==> config.mk <==
export PLATFORM = sky130hd
export DESIGN_NAME = sobel_frame_sequencer_flat
export DESIGN_NICKNAME = d
export VERILOG_FILES = /design/src/rtl/sobel_pkg.sv /design/src/rtl/sobel_frame_sequencer_if.sv /design/src/rtl/sobel_ahb_if.sv /design/src/rtl/sobel_frame_sequencer.sv /design/src/flat_wrapper.sv
export SDC_FILE = /design/constraint.sdc
export NUM_CORES = 1
export LEC_CHECK = 0
export ABC_AREA = 1
export BUFFER_PORTS_ARGS = -buffer_cell sky130_fd_sc_hd__buf_2
export CAP_MARGIN = 20
export CORE_MARGIN = 3
export CORE_UTILIZATION = 50
export CTS_BUF_LIST = sky130_fd_sc_hd__clkbuf_4 sky130_fd_sc_hd__clkbuf_8
export CTS_CLUSTER_SIZE = 14
export DETAILED_ROUTE_END_ITERATION = 16
export PLACE_DENSITY = 0.88
export SKIP_CTS_REPAIR_TIMING = 1
export SYNTH_ARGS = -nofsm -noshare
export SYNTH_HDL_FRONTEND = slang
export SYNTH_HIERARCHICAL = 1
export SYNTH_SLANG_ARGS = --single-unit
==> constraint.sdc <==
create_clock -name HCLK -period 4.1 [get_ports HCLK]
set_clock_uncertainty 0.05 [all_clocks]
set_input_delay 0.82 -clock HCLK [delete_from_list [all_inputs] [get_ports HCLK]]
set_output_delay 0.82 -clock HCLK [all_outputs]
set_load 0.01 [all_outputs]
==> src/rtl/sobel_pkg.sv <==
// Shared types and constants for the Sobel frame sequencer: FSM states,
// register offsets within the 3-word window, STATUS bit positions, HTRANS codes.
package sobel_pkg;

  typedef enum logic [2:0] {
    ST_IDLE,
    ST_WAIT_PIX,
    ST_SHIFT,
    ST_CONV,
    ST_WAIT_DONE,
    ST_FRAME_DONE
  } seq_state_t;

  localparam logic [3:0] PIXEL_OFS  = 4'h0;
  localparam logic [3:0] STATUS_OFS = 4'h4;
  localparam logic [3:0] CTRL_OFS   = 4'h8;
  localparam logic [31:0] WINDOW_BYTES = 32'd12;

  localparam int STAT_BUSY_BIT   = 0;
  localparam int STAT_DONE_BIT   = 1;
  localparam int STAT_ACCEPT_BIT = 2;
  localparam int STAT_COUNT_LSB  = 16;

  localparam logic [1:0] HTRANS_IDLE   = 2'b00;
  localparam logic [1:0] HTRANS_BUSY   = 2'b01;
  localparam logic [1:0] HTRANS_NONSEQ = 2'b10;
  localparam logic [1:0] HTRANS_SEQ    = 2'b11;

  function automatic logic [15:0] sat_inc16(input logic [15:0] v);
    return (v == 16'hFFFF) ? v : v + 16'd1;
  endfunction

endpackage

==> src/rtl/sobel_frame_sequencer_if.sv <==
// AHB-Lite slave-side signal bundle; HREADY is the bus-level ready from the fabric.
interface sobel_frame_sequencer_if;
  logic        HSEL;
  logic [31:0] HADDR;
  logic [1:0]  HTRANS;
  logic        HWRITE;
  logic        HREADY;
  logic [31:0] HWDATA;
  logic [31:0] HRDATA;
  logic        HREADYOUT;
  logic        HRESP;

  modport master (
    output HSEL, HADDR, HTRANS, HWRITE, HREADY, HWDATA,
    input  HRDATA, HREADYOUT, HRESP
  );

  modport slave (
    input  HSEL, HADDR, HTRANS, HWRITE, HREADY, HWDATA,
    output HRDATA, HREADYOUT, HRESP
  );
endinterface

==> src/rtl/sobel_ahb_if.sv <==
// AHB-Lite front end: captures the address phase, decodes the data phase,
// muxes STATUS onto HRDATA and stalls PIXEL writes while the datapath is busy.
module sobel_ahb_if
  import sobel_pkg::*;
#(
  parameter logic [31:0] BASE_ADDR = 32'h0000_0020
) (
  input  logic                    HCLK,
  input  logic                    HRESETn,
  sobel_frame_sequencer_if.slave  bus,
  input  logic                    stall_i,
  input  logic [31:0]             status_i,
  output logic                    pixel_wr_o,
  output logic [7:0]              pixel_o,
  output logic                    start_o
);

  logic        dp_hit_q, dp_hit_d;
  logic        dp_write_q, dp_write_d;
  logic [3:0]  dp_ofs_q, dp_ofs_d;
  logic [31:0] addr_ofs;
  logic        pixel_phase;

  assign addr_ofs = bus.HADDR - BASE_ADDR;

  // The data-phase registers only advance when the bus as a whole is ready,
  // so a stalled PIXEL write keeps its decode until it completes.
  always_comb begin
    dp_hit_d   = dp_hit_q;
    dp_write_d = dp_write_q;
    dp_ofs_d   = dp_ofs_q;
    if (bus.HREADY) begin
      dp_hit_d   = bus.HSEL & bus.HTRANS[1] & (addr_ofs < WINDOW_BYTES);
      dp_write_d = bus.HWRITE;
      dp_ofs_d   = addr_ofs[3:0];
    end
  end

  always_ff @(posedge HCLK or negedge HRESETn) begin
    if (!HRESETn) begin
      dp_hit_q   <= 1'b0;
      dp_write_q <= 1'b0;
      dp_ofs_q   <= 4'h0;
    end else begin
      dp_hit_q   <= dp_hit_d;
      dp_write_q <= dp_write_d;
      dp_ofs_q   <= dp_ofs_d;
    end
  end

  assign pixel_phase   = dp_hit_q & dp_write_q & (dp_ofs_q == PIXEL_OFS);
  assign bus.HREADYOUT = ~(pixel_phase & stall_i);
  assign bus.HRESP     = 1'b0;
  assign bus.HRDATA    = (dp_hit_q & ~dp_write_q & (dp_ofs_q == STATUS_OFS)) ? status_i : 32'h0;

  assign pixel_wr_o = pixel_phase & ~stall_i;
  assign pixel_o    = bus.HWDATA[7:0];
  assign start_o    = dp_hit_q & dp_write_q & (dp_ofs_q == CTRL_OFS) & bus.HWDATA[0];

  logic unused_bits;
  assign unused_bits = &{1'b0, bus.HWDATA[31:8], bus.HTRANS[0], addr_ofs[31:4]};

endmodule

==> src/rtl/sobel_frame_sequencer.sv <==
// Frame state machine: pushes each pixel into the image buffer, fires a
// convolution once a 3x3 window is complete and waits for the MCU to finish.
module sobel_frame_sequencer
  import sobel_pkg::*;
#(
  parameter int          IMG_WIDTH  = 32,
  parameter int          IMG_HEIGHT = 32,
  parameter logic [31:0] BASE_ADDR  = 32'h0000_0020
) (
  input  logic                    HCLK,
  input  logic                    HRESETn,
  sobel_frame_sequencer_if.slave  bus,
  output logic                    shift_data,
  output logic [7:0]              pixel_out,
  output logic                    convolve_start,
  input  logic                    conv_done,
  output logic                    frame_done
);

  localparam int COL_W = $clog2(IMG_WIDTH);
  localparam int ROW_W = $clog2(IMG_HEIGHT);
  localparam logic [COL_W-1:0] COL_LAST = COL_W'(IMG_WIDTH - 1);
  localparam logic [ROW_W-1:0] ROW_LAST = ROW_W'(IMG_HEIGHT - 1);
  localparam logic [COL_W-1:0] COL_TWO  = COL_W'(2);
  localparam logic [ROW_W-1:0] ROW_TWO  = ROW_W'(2);

  seq_state_t       state_q, state_d;
  logic [COL_W-1:0] col_q, col_d;
  logic [ROW_W-1:0] row_q, row_d;
  logic [7:0]       pix_q, pix_d;
  logic             last_q, last_d;
  logic             frame_done_q, frame_done_d;
  logic [15:0]      conv_count_q, conv_count_d;

  logic        pixel_wr;
  logic [7:0]  pixel_in;
  logic        start_req;
  logic        stall;
  logic [31:0] status;

  assign stall = (state_q == ST_SHIFT) || (state_q == ST_CONV) || (state_q == ST_WAIT_DONE);

  always_comb begin
    status = 32'h0;
    status[STAT_BUSY_BIT]   = (state_q != ST_IDLE) && (state_q != ST_FRAME_DONE);
    status[STAT_DONE_BIT]   = frame_done_q;
    status[STAT_ACCEPT_BIT] = (state_q == ST_WAIT_PIX);
    status[STAT_COUNT_LSB +: 16] = conv_count_q;
  end

  sobel_ahb_if #(.BASE_ADDR(BASE_ADDR)) u_ahb (
    .HCLK       (HCLK),
    .HRESETn    (HRESETn),
    .bus        (bus),
    .stall_i    (stall),
    .status_i   (status),
    .pixel_wr_o (pixel_wr),
    .pixel_o    (pixel_in),
    .start_o    (start_req)
  );

  always_comb begin
    state_d      = state_q;
    col_d        = col_q;
    row_d        = row_q;
    pix_d        = pix_q;
    last_d       = last_q;
    frame_done_d = frame_done_q;
    conv_count_d = conv_count_q;
    case (state_q)
      ST_IDLE, ST_FRAME_DONE: begin
        if (start_req) begin
          col_d        = '0;
          row_d        = '0;
          last_d       = 1'b0;
          frame_done_d = 1'b0;
          conv_count_d = 16'h0;
          state_d      = ST_WAIT_PIX;
        end
      end
      ST_WAIT_PIX: begin
        if (pixel_wr) begin
          pix_d   = pixel_in;
          state_d = ST_SHIFT;
        end
      end
      ST_SHIFT: begin
        // Decisions use the position of the pixel being shifted, before the increment.
        last_d = (row_q == ROW_LAST) && (col_q == COL_LAST);
        if (col_q == COL_LAST) begin
          col_d = '0;
          row_d = row_q + ROW_W'(1);
        end else begin
          col_d = col_q + COL_W'(1);
        end
        if ((row_q >= ROW_TWO) && (col_q >= COL_TWO)) state_d = ST_CONV;
        else if (last_d)                              state_d = ST_FRAME_DONE;
        else                                          state_d = ST_WAIT_PIX;
      end
      ST_CONV: begin
        conv_count_d = sat_inc16(conv_count_q);
        state_d      = ST_WAIT_DONE;
      end
      ST_WAIT_DONE: begin
        if (conv_done) state_d = last_q ? ST_FRAME_DONE : ST_WAIT_PIX;
      end
      default: state_d = ST_IDLE;
    endcase
    if (state_d == ST_FRAME_DONE) frame_done_d = 1'b1;
  end

  always_ff @(posedge HCLK or negedge HRESETn) begin
    if (!HRESETn) begin
      state_q      <= ST_IDLE;
      col_q        <= '0;
      row_q        <= '0;
      pix_q        <= 8'h0;
      last_q       <= 1'b0;
      frame_done_q <= 1'b0;
      conv_count_q <= 16'h0;
    end else begin
      state_q      <= state_d;
      col_q        <= col_d;
      row_q        <= row_d;
      pix_q        <= pix_d;
      last_q       <= last_d;
      frame_done_q <= frame_done_d;
      conv_count_q <= conv_count_d;
    end
  end

  assign shift_data     = (state_q == ST_SHIFT);
  assign convolve_start = (state_q == ST_CONV);
  assign pixel_out      = pix_q;
  assign frame_done     = frame_done_q;

endmodule

==> src/flat_wrapper.sv <==
// flat-port wrapper written by rule: the top's interface ports become plain ports
module sobel_frame_sequencer_flat import sobel_pkg::*;
#(
  parameter int          IMG_WIDTH  = 32,
  parameter int          IMG_HEIGHT = 32,
  parameter logic [31:0] BASE_ADDR  = 32'h0000_0020
)
  (HCLK, HRESETn, shift_data, pixel_out, convolve_start, conv_done, frame_done, bus_HSEL, bus_HADDR, bus_HTRANS, bus_HWRITE, bus_HREADY, bus_HWDATA, bus_HRDATA, bus_HREADYOUT, bus_HRESP);
  sobel_frame_sequencer_if bus_i ();
  input  logic HCLK;
  input  logic HRESETn;
  output logic shift_data;
  output logic [7:0] pixel_out;
  output logic convolve_start;
  input  logic conv_done;
  output logic frame_done;
  input wire logic [$bits(bus_i.HSEL)-1:0] bus_HSEL;
  input wire logic [$bits(bus_i.HADDR)-1:0] bus_HADDR;
  input wire logic [$bits(bus_i.HTRANS)-1:0] bus_HTRANS;
  input wire logic [$bits(bus_i.HWRITE)-1:0] bus_HWRITE;
  input wire logic [$bits(bus_i.HREADY)-1:0] bus_HREADY;
  input wire logic [$bits(bus_i.HWDATA)-1:0] bus_HWDATA;
  output wire logic [$bits(bus_i.HRDATA)-1:0] bus_HRDATA;
  output wire logic [$bits(bus_i.HREADYOUT)-1:0] bus_HREADYOUT;
  output wire logic [$bits(bus_i.HRESP)-1:0] bus_HRESP;
  assign bus_i.HSEL = bus_HSEL;
  assign bus_i.HADDR = bus_HADDR;
  assign bus_i.HTRANS = bus_HTRANS;
  assign bus_i.HWRITE = bus_HWRITE;
  assign bus_i.HREADY = bus_HREADY;
  assign bus_i.HWDATA = bus_HWDATA;
  assign bus_HRDATA = bus_i.HRDATA;
  assign bus_HREADYOUT = bus_i.HREADYOUT;
  assign bus_HRESP = bus_i.HRESP;
  sobel_frame_sequencer #(.IMG_WIDTH(IMG_WIDTH), .IMG_HEIGHT(IMG_HEIGHT), .BASE_ADDR(BASE_ADDR)) u_core (.HCLK(HCLK), .HRESETn(HRESETn), .bus(bus_i), .shift_data(shift_data), .pixel_out(pixel_out), .convolve_start(convolve_start), .conv_done(conv_done), .frame_done(frame_done));
endmodule
-- Yosys cells after proc, flatten, opt, wreduce, memory -nomap -nowiden
Index checks and enable logic that the tools add are counted.
- $add $sub $neg: 4
- order comparisons: 3
- eq/ne operators: 15
- bitwise operators: 13
- reductions and logical operators: 18
- muxes and demuxes: 20
- operators by type and width (kind ; number):
    32-bit by 4-bit < comparator with 1-bit output, second input constant ; 1
    16-bit 2-to-1 mux ; 2
    32-bit 2-to-1 mux ; 1
    16-bit case mux with 2 select lines ; 1
    32-bit by 6-bit subtractor with 32-bit output, second input constant ; 1
    5-bit case mux with 2 select lines ; 2
    3-bit 2-to-1 mux ; 6
    16-bit by 1-bit adder with 16-bit output, second input constant ; 1
    16-bit == test, second input constant ; 1
    5-bit 2-to-1 mux ; 3
    3-bit case mux with 5 select lines ; 1
    5-bit by 1-bit adder with 5-bit output, second input constant ; 2
    1-bit AND ; 10
    5-bit == test, second input constant ; 2
    5-bit by 2-bit greater-or-equal comparator with 1-bit output, second input constant ; 2
    3-bit == test, second input constant ; 3
    2-bit nonzero test ; 4
    3-bit by 2-bit == test with 1-bit output, second input constant ; 2
    2-bit AND reduction ; 3
    3-bit AND reduction ; 2
    4-bit by 3-bit == test with 1-bit output, second input constant ; 1
    4-bit == test, second input constant ; 1
    4-bit zero test ; 1
    2-bit by 1-bit != test with 1-bit output, second input constant ; 2
    11 further kinds ; 18
- word-level logic and storage cells: 83
- flip-flop bits (word level): 45
- output and inout bits: 45
- bits of input ports: 72

-- Depth between registers and ports, before layout
Gate-level depths: netlist of run 1.
- depth in word-level cells: 10
- gate-level depth with buffers: 12
- depth with buffers taken out: 12

-- By module
The synthesis of run 1 kept the hierarchy.
- modules (own cells, without submodules) (module ; area an instance (um^2) ; times used ; seq. area each (um^2) ; cells each):
    sobel_frame_sequencer ; 2279.7 ; 1 ; 975.9 ; 271
    sobel_ahb_if ; 1472.7 ; 1 ; 150.1 ; 278

-- Worst setup path before layout of run 1
No wires, ideal clock.
- path kind: register to output
- start: register u_core.u_ahb.dp_ofs_q[3]
- end: output bus_HRDATA[0]
- path buffers: 1
- required time: 3.230 ns
- arrival: 1.093 ns
- cell stages (with the launch flop): 5
- slack: 2.137 ns
- cells stage by stage: dfrtp_1 nor3_1 nand3_1 clkbuf_1 nor2_1
- word-level cells in the longest chain between the ends: 3
- RTL lines (what ; RTL line ; source):
    start: declaration ; sobel_ahb_if.sv:20 ; logic [3:0] dp_ofs_q, dp_ofs_d;
    start signal: assignment ; sobel_ahb_if.sv:47 ; dp_ofs_q <= dp_ofs_d;
    4-bit by 3-bit == test with 1-bit output ; sobel_ahb_if.sv:54 ; assign bus.HRDATA = (dp_hit_q & ~dp_write_q & (dp_ofs_q == STATUS_OFS)) ? status_i : 32'h0;
    1-bit AND ; sobel_ahb_if.sv:54 ;
    32-bit 2-to-1 mux ; sobel_ahb_if.sv:54 ;
    end: declaration ; flat_wrapper.sv:23 ; output wire logic [$bits(bus_i.HRDATA)-1:0] bus_HRDATA;
Every way passes these cells.

-- Worst setup path after layout of run 1
- start: register u_core.u_ahb.dp_ofs_q[2]
- end: output bus_HRDATA[26]
The elaborated chain is that of the path after synthesis.

==> out/qor.csv, run 1 <==
stage;metric;value;unit
run_status;status;finished, final reports clean;
clock_network;worstSkewPairLatency;290;ps
clock_network;cts_buffers;5;
synthesis;synth_area_leaders;dfrtp_1 (30%), nand2_1 (12%), nor2_1 (9.4%), inv_1 (7.7%), nand3_1 (5.6%);
synthesis;postSynthCellCount;549;
synthesis;async_reset_ff_share;100;%
timing;drv_slew;0;
setup_path;crit_path_end_kind;primary output;
pwr;power.leakage;2.18;nW
floorplanning;dieArea;8580;um^2
setup_path;cp_cell_sequence;inv_1 > nor3_1 > nand3_1 > buf_8 > nor2_1 > buf_2;
timing;finalHoldViolations;0;
placed_design;place_congestion;0.922;
synthesis;ys.flop_type;dfrtp_1;
synthesis;avgSynthCellArea;6.83;um^2
final_layout;regArea;1130;um^2
timing;holdWs;437;ps
global_route;grt.busiest_layer;met2;
synthesis;synth_common_cells;nand2_1 (117), nor2_1 (94), inv_1 (77);
synthesis;synth_edf_count;0;
synthesis;yosysMostFrequentCell;nand2_1;
global_route;grt_overflow;0;
setup_path;cp-start-kind;register;
setup_path;crit_family;simple AND/OR/NAND/NOR gates;
timing;slew_headroom;59.9;%
final_layout;layout.nets;709;
clock_network;ctsHtreeMaxLevel;2;
synthesis;synth_top_area_share;30.0;%
global_route;grt_use_met1;26.9;%
synthesis;synth_warnings;6;
timing;final.min_clock_period;2780;ps
routing;firstDrtPassIters;5;
final_layout;antennaDiodeCount;0;
floorplanning;die_w;92.6;um
timing;worst_slew_pin_slew;601;ps
synthesis;synth_area_leader_cell;dfrtp_1;
setup_path;crit_fanout;20;
placed_design;port_buffers;77;
setup_path;crit_path_top_delay_cell;nand3_1;
run;cap_violations;0;
timing;setup_viol;0;
global_route;grt_util_met2;32.0;%
routing;num_vias;3581;
global_route;grt_pass1_wl;14000;um
floorplanning;num_io_pins;117;
clock_network;clock_tree.buffer_depth;2;
routing;first_iter_violations;198;
timing;period_share;67.7;%
setup_path;critPathBufInv;3;
setup_path;slowest_delay;440;ps
global_route;antenna_found_initial;0;
setup_path;critPathKind;register to primary output;
routing;antenna_left;0;
clock_network;cts_tree;yes;
hold_path;worstHoldPathType;input pin to asynchronous set/reset pin;
final_layout;layout-drive-gt1-share;27.5;%
routing;drt_wl_total;8530;um
floorplanning;rows;30;
clock_network;clock_sinks;45;
pwr;p_per_area;243;nW/um^2
synthesis;synth_area;3750;um^2
setup_path;critPathRequiredTime;3230;ps
synthesis;yosysSeqAreaShare;30.0;%
floorplanning;die_height;92.6;um
floorplanning;fp.coreArea;7020;um^2
placed_design;dp_hpwl;6790;um
timing;setup_tns;0;ps
global_route;grt_max_degree;46;
routing;wire_per_inst;11.7;um
clock_network;root_buffer;clkbuf_8;
placed_design;post-place-ws;1330;ps
synthesis;ys_types;36;
timing;fmax;360;MHz
timing;rsz0062_at_grt;no;
final_layout;nFillCells;619;
setup_path;arrival;1910;ps
clock_network;clkTransAtPathRegs;90;ps
final_layout;multi_input_area;2220;um^2
final_layout;synthToLayoutAreaGrowth;15.7;%
global_route;use_met3;4.14;%
routing;via_per_inst;4.93;
synthesis;ys_ff_latch;45;
routing;drc;0;
timing;setup_ws;1320;ps
global_route;grtUsageTotal;19.8;%
final_layout;fin_util;61.9;%
global_route;grt_pass1_vias;3138;
pwr;vdd_drop_max;0.265;mV
floorplanning;initial_core_util;53.5;%
[cell type report]
cell class	instances	area share, %
clock buffer	7	2.07
clock inverter	1	0.692
inverter	86	7.44
multi-input combinational	412	51.2
sequential	45	25.9
tap	96	2.77
timing repair buffer	79	9.86
[metrics by stage]
stage	total power [mW]	cells	area, um^2
after CTS	1.06	724	4300
after global routing	1.11	726	4340
after detailed placement	0.710	716	4180
after global placement	0.701	716	4180
after floorplan	0.662	561	3800
final	1.06	726	4340
[routing by layer]
layer / part of all wire [%] / up-vias
li1: - / 1853
met1: 46 / 1605
met2: 47 / 117
met3: 6.4 / 6
met4: 0.70 / 0
met5: 0 / -
[worst paths after layout]
path,from,endpoint,slack (ps),depth (start not counted)
max in group asynchronous,HRESETn,u_core/conv_count_q[4],3060,2
setup / recovery,u_core/u_ahb/dp_ofs_q[2],bus_HRDATA[26],1320,6
min in group HCLK,u_core/pixel_out[2],u_core/pixel_out[2],460,1
hold reg to reg,u_core/pixel_out[2],u_core/pixel_out[2],460,1
setup reg to reg,u_core/u_ahb/dp_ofs_q[1],u_core/conv_count_q[5],1950,8
hold / removal,HRESETn,u_core/col_q[0],440,1
[layout by cell type, fill, tap and decap left out, drive strengths merged, types with 3 or more instances in the layout]
master  netlist  layout
clkbuf        3       7
o21ai        28      28
nor2        116     116
a21oi         4       4
nor3          6       6
nand3b        5       5
xnor2         5       5
nand3        45      45
inv          86      86
ha            8       8
mux2         12      12
buf          15      79
conb          2      14
nand2       141     141
xor2          7       7
o21bai        3       3
dfrtp        45      45
nand4        12      12
[cells by family (layout without fill, tap and decap cells)]
logic type / after synthesis / in the layout / synth area share (%)
adders and majority gates: 8 / 8 / 2.67
xor gates and xnor gates: 12 / 12 / 2.80
and+or+nand+nor: 328 / 328 / 42.0
buffers and inverters: 104 / 173 / 11.9
AOI/OAI and AO/OA: 38 / 38 / 6.84
other: 2 / 14 / 0.200
DFF: 45 / 45 / 30.0
muxes: 12 / 12 / 3.60
[flip-flops by register name, indices dropped and copies added, names as in the netlist]
| register | count |
|---|---|
| u_core/col_q | 5 |
| u_core/conv_count_q | 16 |
| u_core/frame_done | 1 |
| u_core/last_q | 1 |
| u_core/pixel_out | 8 |
| u_core/row_q | 5 |
| u_core/state_q | 3 |
| u_core/u_ahb/dp_hit_q | 1 |
| u_core/u_ahb/dp_ofs_q | 4 |
| u_core/u_ahb/dp_write_q | 1 |
[worst register-to-register path: cells and delay by family, from the launching register on]
kind	cells	cell delay, ps
AOI/OAI and AO/OA	1	70
buffers and inverters	1	70
DFF	1	380
and+or+nand+nor	6	1470
[where the power goes]
group / internal (mW) / switching (mW) / total [mW]
Combinational: 0.0758 / 0.154 / 0.229
Clock: 0.205 / 0.143 / 0.348
Sequential: 0.459 / 0.0190 / 0.478
Power figures use the tool's default switching activity.
==> inputs of run 2 (changes only) <==
Clock period 4.1 ns to 2.65 ns, I/O delays scaled along.
==> run 2 against run 1 <==
  * Largest cell class unchanged
  * Cell area shrank 0.98%
  * Sequential power grew 55%
  * Total power grew 45%
  * Critical path depth grew 2
  * First-iteration DRC count grew 18%
  * Wire length grew 4.1%
  * Clock-buffer cell count shrank 1
  * Core utilization shrank 0.61 points
==> out/qor.csv, run 2 (synthesis results as in run 1) <==
stage;metric;value;unit
clock_network;cts_buffers;5;
timing;fmax;461;MHz
timing;setup_ws;482;ps
floorplanning;rows;30;
routing;first_iter_violations;233;
routing;drt_wl_total;8880;um
pwr;comb_power_share;23.5;%
timing;final.min_clock_period;2170;ps
placed_design;dp_hpwl;6980;um
clock_network;cts_tree;yes;
clock_network;clock_tree.buffer_depth;2;
setup_path;critPathKind;register to register;
floorplanning;fp.coreArea;7020;um^2
timing;finalHoldViolations;0;
setup_path;ff2ff_setup_slack;480;ps
hold_path;worstHoldPathType;input pin to asynchronous set/reset pin;
routing;num_vias;3670;
timing;setup_viol;0;
timing;slew_headroom;64.0;%
floorplanning;num_io_pins;117;
pwr;power.leakage;2.16;nW
routing;drc;0;
timing;worst_slew_pin_slew;538;ps
floorplanning;initial_core_util;53.5;%
final_layout;final_cell_mix;nand2_1 (117), nor2_1 (94), buf_2 (77), inv_1 (77), dfrtp_1 (45);
setup_path;cp_cell_sequence;nor2_1 > nand3_1 > nor2_1 > nand4_1 > a21oi_1 > nand2_1 > nand2_1 > nor2_1;
placed_design;port_buffers;77;
timing;holdWs;70.7;ps
global_route;grtUsageTotal;21.1;%
routing;antenna_left;0;
routing;via_per_inst;5.05;
clock_network;clock_sinks;45;
timing;drv_slew;0;
timing;period_share;81.8;%
global_route;grt_pass1_wl;15000;um
placed_design;post-place-ws;545;ps
final_layout;synthToLayoutAreaGrowth;14.6;%
pwr;power_frac_clock;28.3;%
final_layout;layout-drive-gt1-share;27.6;%
routing;firstDrtPassIters;6;
setup_path;crit_fanout;11;
final_layout;largest_register;u_core/conv_count_q;
pwr;seqPwrFrac;48.1;%
floorplanning;die_w;92.6;um
global_route;antenna_found_initial;0;
clock_network;ctsHtreeMaxLevel;2;
global_route;grt_pass1_vias;3379;
clock_network;worstSkewPairLatency;300;ps
timing;setup_tns;0;ps
global_route;grt_overflow;0;
setup_path;arrival;2310;ps
final_layout;layout.nets;711;
pwr;switching_share;32.3;%
floorplanning;dieArea;8580;um^2
final_layout;antennaDiodeCount;0;
pwr;p_per_area;357;nW/um^2
setup_path;crit_path_top_delay_cell;nand4_1;
setup_path;r2r_cells;8;
global_route;grt_max_degree;33;
setup_path;critPathRequiredTime;2790;ps
clock_network;root_buffer;clkbuf_8;
setup_path;crit_path_end_kind;register;
timing;rsz0062_at_grt;no;
final_layout;nFillCells;643;
routing;wire_per_inst;12.2;um
run;cap_violations;0;
pwr;power.switching;496;uW
placed_design;dpl.cell_count;720;
final_layout;final_common_cell;nand2_1;
clock_network;clkTransAtPathRegs;90;ps
setup_path;cp-start-kind;register;
final_layout;largest_reg_flops;16;
pwr;p_total;1.54;mW
pwr;internal-power;1.04;mW
final_layout;instances_no_fill;727;
setup_path;crit_path_frequent_cell;nor2_1;
run_status;status;finished, final reports clean;
floorplanning;die_height;92.6;um
placed_design;place_congestion;0.933;
setup_path;slowest_delay;490;ps
pwr;vdd_drop_max;0.228;mV
## run 2: cell count changes in the layout (fill, tap and decap cells not counted)
cell        delta
bufinv_16      -1
clkinvlp_4     +1
clkbuf_4       -1
buf_4          +4
buf_16         -1
buf_8          -1
## run 2: final timing paths
check | from | to
min in group HCLK | bus_HADDR[2] | u_core/u_ahb/dp_ofs_q[2]
max in group asynchronous | HRESETn | u_core/u_ahb/dp_ofs_q[3]
min reg2reg | u_core/pixel_out[7] | u_core/pixel_out[7]
max | u_core/u_ahb/dp_ofs_q[1] | u_core/row_q[3]
max reg2reg | u_core/u_ahb/dp_ofs_q[1] | u_core/row_q[3]
min | HRESETn | u_core/conv_count_q[9]
## run 2: final cells by class
class	count	area (um^2)	share of cell area [%]
Clock buffer	6	82.6	1.92
Clock inverter	1	7.51	0.175
Inverter	86	323	7.51
Multi-Input combinational cell	412	2220	51.7
Sequential cell	45	1130	26.2
Tap cell	96	120	2.79
Timing Repair Buffer	81	415	9.66
## run 2: routing by layer
metal  track usage, %  part of all wire (%)
met5                0                     0
met4             6.47                   1.7
met3             4.22                   7.4
met2             35.5                    47
met1             27.5                    44
## run 2: worst max-delay path: cells and delay by family (launching register included)
kind / cells / cell delay (ps)
and+or+nand+nor: 7 / 1280
DFF: 1 / 390
AOI/OAI and AO/OA: 1 / 350
## run 2: per-stage QoR
stage | area (um^2) | utilization (%)
after global routing | 4300 | 61.2
after global placement | 4210 | 60.0
after floorplan | 3800 | -
after CTS | 4300 | 61.2
final | 4300 | 61.2
after detailed placement | 4210 | 60.0
## run 2: power groups by stage
stage	Combinational [mW]	Clock, mW	Sequential [mW]
finish	0.361	0.435	0.739
global route	0.405	0.475	0.744
CTS	0.361	0.450	0.739
detailed placement	0.359	0	0.752
global placement	0.347	0	0.750
floorplan	0.283	0	0.740
